[src/rtl/seg_display_if.sv]
// seg_display_if: bundles the requester inputs (base view, note view,
// transient message) and the registered digit codes / busy flag of the
// 8-digit seven-segment display arbiter.
// Digit i of every 48-bit view is bits [6i+5:6i].
interface seg_display_if;
  logic [47:0] base_data;
  logic        note_valid;
  logic [47:0] note_data;
  logic        msg_valid;
  logic [47:0] msg_data;
  logic        msg_cancel;
  logic [5:0]  p0;
  logic [5:0]  p1;
  logic [5:0]  p2;
  logic [5:0]  p3;
  logic [5:0]  p4;
  logic [5:0]  p5;
  logic [5:0]  p6;
  logic [5:0]  p7;
  logic        busy;

  // Requester side: drives the views, observes the scanner codes.
  modport master (
    output base_data, note_valid, note_data, msg_valid, msg_data, msg_cancel,
    input  p0, p1, p2, p3, p4, p5, p6, p7, busy
  );

  // Arbiter side.
  modport slave (
    input  base_data, note_valid, note_data, msg_valid, msg_data, msg_cancel,
    output p0, p1, p2, p3, p4, p5, p6, p7, busy
  );
endinterface

[src/rtl/seg_display_arbiter.sv]
// seg_display_arbiter: owns the eight 6-bit digit codes feeding the
// seven-segment scanner and shares them between a timed transient message
// (highest priority), a level-requested note view and the base view.
// Optional feature macro: SEG_SCROLL_EN -- when defined, the message scrolls
// one digit every SCROLL_TICKS ticks; when undefined it is shown static.
// Outputs are registered from the next-state view, so a request seen at a
// clock edge is visible right after that edge.
module seg_display_arbiter #(
  parameter int unsigned TICK_DIV     = 100000,
  parameter int unsigned HOLD_TICKS   = 2000,
  parameter int unsigned SCROLL_TICKS = 250,
  parameter logic [5:0]  BLANK_CODE   = 6'h3F
) (
  input  logic         clk,
  input  logic         rst_n,
  seg_display_if.slave bus
);

  localparam int TW = $clog2(TICK_DIV);
  localparam int HW = $clog2(HOLD_TICKS + 1);
  localparam logic [TW-1:0] TICK_LAST = TW'(TICK_DIV - 1);
  localparam logic [HW-1:0] HOLD_LAST = HW'(HOLD_TICKS - 1);

  typedef enum logic [1:0] {
    S_BASE = 2'd0,
    S_NOTE = 2'd1,
    S_MSG  = 2'd2
  } state_t;

  state_t        state_q;
  state_t        state_d;
  logic [TW-1:0] tick_cnt_q;
  logic          tick;
  logic [HW-1:0] hold_cnt_q;
  logic [HW-1:0] hold_cnt_d;
  logic [47:0]   msg_q;
  logic [47:0]   msg_d;
  logic [2:0]    scroll_pos_d;
  logic [47:0]   disp_q;
  logic [47:0]   disp_d;
  logic          busy_q;

  // Digit i of the result is digit (i+pos) mod 8 of the input, i.e. the
  // message shifted left on the display by pos positions.
  function automatic logic [47:0] rotate_digits(input logic [47:0] d,
                                                input logic [2:0]  pos);
    logic [47:0] r;
    r = '0;
    for (int i = 0; i < 8; i++) begin
      r[6*i +: 6] = d[6*((i + int'(pos)) % 8) +: 6];
    end
    return r;
  endfunction

  // Free-running tick prescaler; tick is high for the last count of a period.
  assign tick = (tick_cnt_q == TICK_LAST);

  // Tick prescaler register.
  always_ff @(posedge clk or negedge rst_n) begin
    if (!rst_n) begin
      tick_cnt_q <= '0;
    end else if (tick) begin
      tick_cnt_q <= '0;
    end else begin
      tick_cnt_q <= tick_cnt_q + TW'(1);
    end
  end

  // Next-state, hold counter and message latch; a new message always wins,
  // even over a cancel in the same cycle.
  always_comb begin
    state_d    = state_q;
    hold_cnt_d = hold_cnt_q;
    msg_d      = msg_q;
    if (bus.msg_valid) begin
      state_d    = S_MSG;
      msg_d      = bus.msg_data;
      hold_cnt_d = '0;
    end else begin
      case (state_q)
        S_MSG: begin
          if (bus.msg_cancel) begin
            state_d = bus.note_valid ? S_NOTE : S_BASE;
          end else if (tick) begin
            if (hold_cnt_q == HOLD_LAST) begin
              state_d = bus.note_valid ? S_NOTE : S_BASE;
            end else begin
              hold_cnt_d = hold_cnt_q + HW'(1);
            end
          end
        end
        default: begin
          state_d = bus.note_valid ? S_NOTE : S_BASE;
        end
      endcase
    end
  end

  // FSM state, hold counter and message latch registers.
  always_ff @(posedge clk or negedge rst_n) begin
    if (!rst_n) begin
      state_q    <= S_BASE;
      hold_cnt_q <= '0;
      msg_q      <= '0;
    end else begin
      state_q    <= state_d;
      hold_cnt_q <= hold_cnt_d;
      msg_q      <= msg_d;
    end
  end

`ifdef SEG_SCROLL_EN
  localparam int SW = $clog2(SCROLL_TICKS + 1);
  localparam logic [SW-1:0] SCROLL_LAST = SW'(SCROLL_TICKS - 1);

  logic [SW-1:0] scroll_cnt_q;
  logic [SW-1:0] scroll_cnt_d;
  logic [2:0]    scroll_pos_q;

  // Scroll step timing runs alongside the hold count and never delays exit.
  always_comb begin
    scroll_cnt_d = scroll_cnt_q;
    scroll_pos_d = scroll_pos_q;
    if (bus.msg_valid) begin
      scroll_cnt_d = '0;
      scroll_pos_d = '0;
    end else if ((state_q == S_MSG) && tick) begin
      if (scroll_cnt_q == SCROLL_LAST) begin
        scroll_cnt_d = '0;
        scroll_pos_d = scroll_pos_q + 3'd1;
      end else begin
        scroll_cnt_d = scroll_cnt_q + SW'(1);
      end
    end
  end

  // Scroll counter and position registers.
  always_ff @(posedge clk or negedge rst_n) begin
    if (!rst_n) begin
      scroll_cnt_q <= '0;
      scroll_pos_q <= '0;
    end else begin
      scroll_cnt_q <= scroll_cnt_d;
      scroll_pos_q <= scroll_pos_d;
    end
  end
`else
  // Static message: always shown from digit 0.
  assign scroll_pos_d = 3'd0;
`endif

  // Select the view belonging to the next state.
  always_comb begin
    disp_d = bus.base_data;
    case (state_d)
      S_MSG:   disp_d = rotate_digits(msg_d, scroll_pos_d);
      S_NOTE:  disp_d = bus.note_data;
      default: disp_d = bus.base_data;
    endcase
  end

  // Registered digit codes and busy flag; blank display while in reset.
  always_ff @(posedge clk or negedge rst_n) begin
    if (!rst_n) begin
      disp_q <= {8{BLANK_CODE}};
      busy_q <= 1'b0;
    end else begin
      disp_q <= disp_d;
      busy_q <= (state_d == S_MSG);
    end
  end

  assign bus.p0   = disp_q[5:0];
  assign bus.p1   = disp_q[11:6];
  assign bus.p2   = disp_q[17:12];
  assign bus.p3   = disp_q[23:18];
  assign bus.p4   = disp_q[29:24];
  assign bus.p5   = disp_q[35:30];
  assign bus.p6   = disp_q[41:36];
  assign bus.p7   = disp_q[47:42];
  assign bus.busy = busy_q;

endmodule

[src/flat_wrapper.sv]
// flat-port wrapper written by rule: the top's interface ports become plain ports
module seg_display_arbiter_flat 
#(
  parameter int unsigned TICK_DIV     = 100000,
  parameter int unsigned HOLD_TICKS   = 2000,
  parameter int unsigned SCROLL_TICKS = 250,
  parameter logic [5:0]  BLANK_CODE   = 6'h3F
)
  (clk, rst_n, bus_base_data, bus_note_valid, bus_note_data, bus_msg_valid, bus_msg_data, bus_msg_cancel, bus_p0, bus_p1, bus_p2, bus_p3, bus_p4, bus_p5, bus_p6, bus_p7, bus_busy);
  seg_display_if bus_i ();
  input  logic clk;
  input  logic rst_n;
  input wire logic [$bits(bus_i.base_data)-1:0] bus_base_data;
  input wire logic [$bits(bus_i.note_valid)-1:0] bus_note_valid;
  input wire logic [$bits(bus_i.note_data)-1:0] bus_note_data;
  input wire logic [$bits(bus_i.msg_valid)-1:0] bus_msg_valid;
  input wire logic [$bits(bus_i.msg_data)-1:0] bus_msg_data;
  input wire logic [$bits(bus_i.msg_cancel)-1:0] bus_msg_cancel;
  output wire logic [$bits(bus_i.p0)-1:0] bus_p0;
  output wire logic [$bits(bus_i.p1)-1:0] bus_p1;
  output wire logic [$bits(bus_i.p2)-1:0] bus_p2;
  output wire logic [$bits(bus_i.p3)-1:0] bus_p3;
  output wire logic [$bits(bus_i.p4)-1:0] bus_p4;
  output wire logic [$bits(bus_i.p5)-1:0] bus_p5;
  output wire logic [$bits(bus_i.p6)-1:0] bus_p6;
  output wire logic [$bits(bus_i.p7)-1:0] bus_p7;
  output wire logic [$bits(bus_i.busy)-1:0] bus_busy;
  assign bus_i.base_data = bus_base_data;
  assign bus_i.note_valid = bus_note_valid;
  assign bus_i.note_data = bus_note_data;
  assign bus_i.msg_valid = bus_msg_valid;
  assign bus_i.msg_data = bus_msg_data;
  assign bus_i.msg_cancel = bus_msg_cancel;
  assign bus_p0 = bus_i.p0;
  assign bus_p1 = bus_i.p1;
  assign bus_p2 = bus_i.p2;
  assign bus_p3 = bus_i.p3;
  assign bus_p4 = bus_i.p4;
  assign bus_p5 = bus_i.p5;
  assign bus_p6 = bus_i.p6;
  assign bus_p7 = bus_i.p7;
  assign bus_busy = bus_i.busy;
  seg_display_arbiter #(.TICK_DIV(TICK_DIV), .HOLD_TICKS(HOLD_TICKS), .SCROLL_TICKS(SCROLL_TICKS), .BLANK_CODE(BLANK_CODE)) u_core (.clk(clk), .rst_n(rst_n), .bus(bus_i));
endmodule
[config.mk]
export PLATFORM = sky130hd
export DESIGN_NAME = seg_display_arbiter_flat
export DESIGN_NICKNAME = d
export VERILOG_FILES = /design/src/rtl/seg_display_if.sv /design/src/rtl/seg_display_arbiter.sv /design/src/flat_wrapper.sv
export SDC_FILE = /design/constraint.sdc
export NUM_CORES = 1
export LEC_CHECK = 0
export BUFFER_PORTS_ARGS = -buffer_cell sky130_fd_sc_hd__clkbuf_2
export CAP_MARGIN = 30
export CELL_PAD_IN_SITES_DETAIL_PLACEMENT = 2
export CELL_PAD_IN_SITES_GLOBAL_PLACEMENT = 2
export CORE_MARGIN = 3
export CORE_UTILIZATION = 28
export CTS_CLUSTER_DIAMETER = 40
export CTS_CLUSTER_SIZE = 28
export DETAILED_ROUTE_END_ITERATION = 10
export GPL_ROUTABILITY_DRIVEN = 0
export PLACE_DENSITY_LB_ADDON = 0.05
export REMOVE_ABC_BUFFERS = 1
export SYNTH_ARGS = -nofsm -noshare
export SYNTH_HDL_FRONTEND = slang
export SYNTH_SLANG_ARGS = --single-unit
[constraint.sdc]
create_clock -name clk -period 2.65 [get_ports clk]
set_clock_uncertainty 0.15 [all_clocks]
set_input_delay 0.3975 -clock clk [delete_from_list [all_inputs] [get_ports clk]]
set_output_delay 0.3975 -clock clk [all_outputs]
set_load 0.01 [all_outputs]
# Yosys cells after proc, flatten, opt, wreduce, memory -nomap -nowiden
# Cells that the tools add are included.
[word_totals]
register_bits = 127
input_bits = 149
out_inout_bits = 49
[op_classes]
n_addsub = 2
eq_ne = 7
muxes = 14
n_reduce_logical = 3
[op_table]
columns = ["operator", "n"]
rows = [
  ["48-bit case mux with 2 select lines", 1],
  ["11-bit 2-to-1 mux", 5],
  ["48-bit 2-to-1 mux", 1],
  ["17-bit by 1-bit adder with 17-bit output, second input constant", 1],
  ["17-bit equality test, second input constant", 1],
  ["17-bit 2-to-1 mux", 1],
  ["11-bit by 1-bit adder with 11-bit output, second input constant", 1],
  ["11-bit equality test, second input constant", 1],
  ["2-bit 2-to-1 mux", 5],
  ["2-bit equality test, second input constant", 2],
  ["2-bit inequality test, second input constant", 2],
  ["4-bit AND reduction", 1],
  ["2-bit nonzero test", 2],
  ["2-bit by 1-bit equality test with 1-bit output, second input constant", 1],
  ["1-bit 2-to-1 mux", 1],
]

# Logic depth before layout (Yosys ltp)
[logic_depth]
word_depth = 8
ltp_mapped = 13
ltp_nobuf = 9

# Least setup slack after synthesis
# No wires, ideal clock.
[synth_path]
path_kind = "reg-to-reg"
start = "register u_core.tick_cnt_q[0]"
end = "register u_core.disp_q[12]"
setup_time_ns = 0.079
arrival_time_ns = 2.631
t_required_ns = 2.421
slack_ns = -0.210
path_stages_with_launch = 14
n_path_buf = 4
period_less_slack_ns = 2.860
path_cell_list = "dfrtp_1 ha_1 and4_1 buf_2 and4_1 buf_2 o211ai_1 inv_2 nand2_1 ha_1 clkbuf_1 buf_1 a22oi_1 o21ai_0"
[synth_between]
elab_chain_len = 7
[synth_lines]
columns = ["item", "line", "rtl"]
rows = [
  ["start: declaration", "seg_display_arbiter.sv:32", "logic [TW-1:0] tick_cnt_q;"],
  ["start signal: assignment", "seg_display_arbiter.sv:65", "tick_cnt_q <= tick_cnt_q + TW'(1);"],
  ["17-bit equality test (*)", "seg_display_arbiter.sv:56", "assign tick = (tick_cnt_q == TICK_LAST);"],
  ["2-bit 2-to-1 mux (*)", "seg_display_arbiter.sv:84", "end else if (tick) begin"],
  ["2-bit 2-to-1 mux (*)", "seg_display_arbiter.sv:82", "if (bus.msg_cancel) begin"],
  ["2-bit 2-to-1 mux (*)", "seg_display_arbiter.sv:80", "case (state_q)"],
  ["2-bit 2-to-1 mux (*)", "seg_display_arbiter.sv:75", "if (bus.msg_valid) begin"],
  ["via u_core.state_d[1]", "seg_display_arbiter.sv:31", "state_t state_d;"],
  ["2-bit by 1-bit equality test with 1-bit output / 2-bit equality test (equally long branches)", "seg_display_arbiter.sv:155", "case (state_d)"],
  ["48-bit case mux with 2 select lines (*)", "seg_display_arbiter.sv:155", ""],
  ["via u_core.disp_d[12]", "seg_display_arbiter.sv:40", "logic [47:0] disp_d;"],
  ["end signal: assignment", "seg_display_arbiter.sv:165", "disp_q <= {8{BLANK_CODE}};"],
  ["end signal: assignment", "seg_display_arbiter.sv:168", "disp_q <= disp_d;"],
  ["end: declaration", "seg_display_arbiter.sv:39", "logic [47:0] disp_q;"],
]
# The timed path passes the listed nets; every way through them passes the cells marked *.
# A chain may end at the register's enable or synchronous reset.

# Worst setup path in the final report
[layout_path]
start = "register u_core.hold_cnt_q[4]"
end = "register u_core.disp_q[3]"
[layout_between]
elab_chain_len = 8
[layout_lines]
columns = ["item", "line", "rtl"]
rows = [
  ["start: declaration", "seg_display_arbiter.sv:34", "logic [HW-1:0] hold_cnt_q;"],
  ["start signal: assignment", "seg_display_arbiter.sv:107", "hold_cnt_q <= hold_cnt_d;"],
  ["11-bit equality test (*)", "seg_display_arbiter.sv:85", "if (hold_cnt_q == HOLD_LAST) begin"],
  ["2-bit 2-to-1 mux (*)", "seg_display_arbiter.sv:85", ""],
  ["2-bit 2-to-1 mux (*)", "seg_display_arbiter.sv:84", ""],
  ["2-bit 2-to-1 mux (*)", "seg_display_arbiter.sv:82", ""],
  ["2-bit 2-to-1 mux (*)", "seg_display_arbiter.sv:80", ""],
  ["2-bit 2-to-1 mux (*)", "seg_display_arbiter.sv:75", ""],
  ["via u_core.state_d[1]", "seg_display_arbiter.sv:31", ""],
  ["2-bit by 1-bit equality test with 1-bit output / 2-bit equality test (equally long branches)", "seg_display_arbiter.sv:155", ""],
  ["48-bit case mux with 2 select lines (*)", "seg_display_arbiter.sv:155", ""],
  ["via u_core.disp_d[3]", "seg_display_arbiter.sv:40", ""],
]
# Marked as above.

==> impl_metrics.json <==
{
  "fin_tns_setup_ps": 0,
  "start_util": 0.289,
  "synth_top_area_cell": "dfrtp_1",
  "arrival_ps": 2740,
  "drt.antenna.violating_nets": 0,
  "synth_edf_count": 0,
  "clk_pin_slew_ps": 60,
  "async_reset_ff_frac": 1.00,
  "viasPerCell": 4.84,
  "grt_pass1_wl_um": 30000,
  "hold_start": "bus_base_data[23]",
  "dieWidth_um": 146,
  "core_area_mm2": 0.0189,
  "firstDrtPassIters": 4,
  "synth_area_leaders": "dfrtp_1 36%, dfstp_2 23%, mux2_2 9.9%, a22oi_1 6.6%, o21ai_0 4.9%",
  "grt_use_total": 0.183,
  "stdcell_count": 955,
  "dieArea_mm2": 0.0212,
  "hold_viol": 0,
  "tightestPinTransition_ps": 515,
  "worstPathMaxFanout": 30,
  "cts_root_buffer": "clkbuf_16",
  "cts_buffers": 17,
  "worstHoldPathCells": 3,
  "nets": 835,
  "port_buffers": 197,
  "outcome": "finished clean",
  "n_antenna_cell": 0,
  "relSlewSlack": 0.657,
  "syn_area_mm2": 0.00545,
  "grt_max_degree": 61,
  "clk_latency_ps": 420,
  "yosysSeqAreaShare": 0.594,
  "syn_avg_cell_area_um2": 11.7,
  "holdWs_ps": 29.1,
  "std_cell_rows": 50,
  "rr_worst_depth": 8,
  "clock-sinks": 127,
  "grt_pass1_vias": 5394,
  "synth_commonest_cells": "79 x dfrtp_1, 54 x nand2_1, 53 x o21ai_0",
  "ir_drop_mv": 0.429,
  "drive_above_1_share": 0.522,
  "finalSetupViolCount": 0,
  "fillers": 2068,
  "top_layer": "met5",
  "die_h_um": 146,
  "synth.most_common_cell": "dfrtp_1",
  "synth_top_area_frac": 0.363,
  "synthFlopType": "dfrtp_1",
  "fin_crit_sh": 0.965,
  "synth_warnings": 0,
  "dp.cells": 918,
  "period_minus_slack_ps": 2560,
  "drv_cap": 0,
  "dr_wl_met3_um": 1240,
  "drc_errors": 0,
  "dr.first_iter.drc_count": 124,
  "cts_max_path_buffers": 2,
  "drv_slew": 0,
  "worst_setup_path_end_kind": "register",
  "h-tree-depth": 4,
  "p_leak_nw": 3.49,
  "routed-wl-met2_um": 10100,
  "min_path_type": "input port to register",
  "p_per_area_mw_per_mm2": 707,
  "worstPathRequired_ps": 2830,
  "synth_cell_types": 37,
  "crit_type": "register to register",
  "multiInputGateArea_mm2": 0.00213,
  "antenna_found_initial": 1,
  "p_total_mw": 5.40,
  "hpwl_um": 13500,
  "wl_per_cell_um": 20.6,
  "synthCells": 465,
  "io_pins": 198,
  "vias": 4621,
  "regArea_mm2": 0.00324,
  "critPathLaunch": "u_core.hold_cnt_q[4]",
  "ys_seq_elements": 127,
  "drt-total-wl_um": 19700,
  "overflow": 0,
  "cts_tree": "built",
  "wl_met1_um": 8140,
  "areaGrowthSynthToFinish_pct": 40.1,
  "r2r_start": "u_core.hold_cnt_q[4]",
  "fmax_mhz": 391,
  "worstSetupStartpointType": "register"
}
per-layer routing:
layer  global-route usage  up-vias
met4               0.0423        2
met1                0.213     2363
met2                0.314      104
met3               0.0788       19
met5                    0        -
li1                     -     2133
final timing paths:
| kind | slack, ps | endpoint |
|---|---|---|
| hold reg to reg | 340 | u_core.tick_cnt_q[0] |
| min in group asynchronous | 340 | u_core.msg_q[24] |
| setup reg to reg | 90 | u_core.disp_q[3] |
| setup / recovery | 90 | u_core.disp_q[3] |
| hold / removal | 30 | u_core.disp_q[23] |
| max in group asynchronous | 1280 | u_core.disp_q[35] |
sequential cells by signal (all words and copies together) (netlist names):
name and cells:
u_core.hold_cnt_q 11, u_core.disp_q 48, u_core.bus.busy 1, u_core.msg_q 48, u_core.tick_cnt_q 17, u_core.state_q 2
layout make-up:
type,count,area share
Clock buffer,22,0.0595
Clock inverter,10,0.0118
Inverter,4,0.00197
Multi-Input combinational cell,303,0.279
Sequential cell,127,0.424
Tap cell,260,0.0426
Timing Repair Buffer,229,0.181
timing repair:
action / CTS / global route
pin swaps: 0 / 2
gates resized for setup: 1 / 9
endpoints found under the setup margin: 14 / 48
gates cloned: 0 / 3
setup buffers: 0 / 1
hold buffers: 1 / 0
hold endpoints to repair: 26 / 0
power breakdown:
part / total, mW / switching [mW] / internal [mW]
Sequential: 2.32 / 0.0704 / 2.25
Clock: 2.19 / 0.882 / 1.31
Combinational: 0.895 / 0.495 / 0.400
cells by family (layout without fill, tap and decap cells):
| kind of cell | count (synthesis) | in the layout | share of synthesized area |
|---|---|---|---|
| adder cells (fa/ha/maj) | 4 | 4 | 0.00918 |
| AO/OA/AOI/OAI | 120 | 120 | 0.137 |
| XOR/XNOR | 14 | 14 | 0.0225 |
| buffers and inverters | 35 | 265 | 0.0248 |
| flip-flops | 127 | 127 | 0.594 |
| multiplexers | 49 | 49 | 0.101 |
| AND/OR/NAND/NOR | 116 | 116 | 0.111 |
critical path, cell delays in order, from the launching register on:
cell and delay [ps]:
dfrtp_1 380, or3b_1 420, o31ai_4 290, o211ai_1 210, inv_2 140, nand2_1 110, ha_4 400, clkbuf_16 240
o21ai_0 130
cells in the final DEF, fill, tap and decap left out, types with 2 or more instances in the layout:
cell type,n
clkbuf_2,196
dfrtp_1,79
nand2_1,54
o21ai_0,50
mux2_2,48
dfstp_2,48
a22oi_1,47
buf_4,21
clkbuf_16,20
nand4_1,10
nand3_1,10
nor2_1,10
xor2_1,9
a21oi_1,9
buf_12,8
and4_1,6
or4_1,6
o31ai_1,5
xnor2_1,5
or3_1,5
clkbuf_1,4
clkinv_2,4
inv_1,3
o21ai_1,3
clkinvlp_4,3
or3b_1,2
nor4b_2,2
o211ai_1,2
ha_4,2
ha_1,2
clkinv_4,2
metrics by stage:
stage | area [µm²] | util | setup slack (ps)
CTS | 7510 | 0.398 | 22.5
finish | 7640 | 0.404 | 92.4
detailed placement | 6950 | 0.368 | -15.3
global route | 7640 | 0.404 | -8.10
global placement | 6950 | 0.368 | 133
floorplan | 5330 | - | -1150
Power figures use the tool's default switching activity.
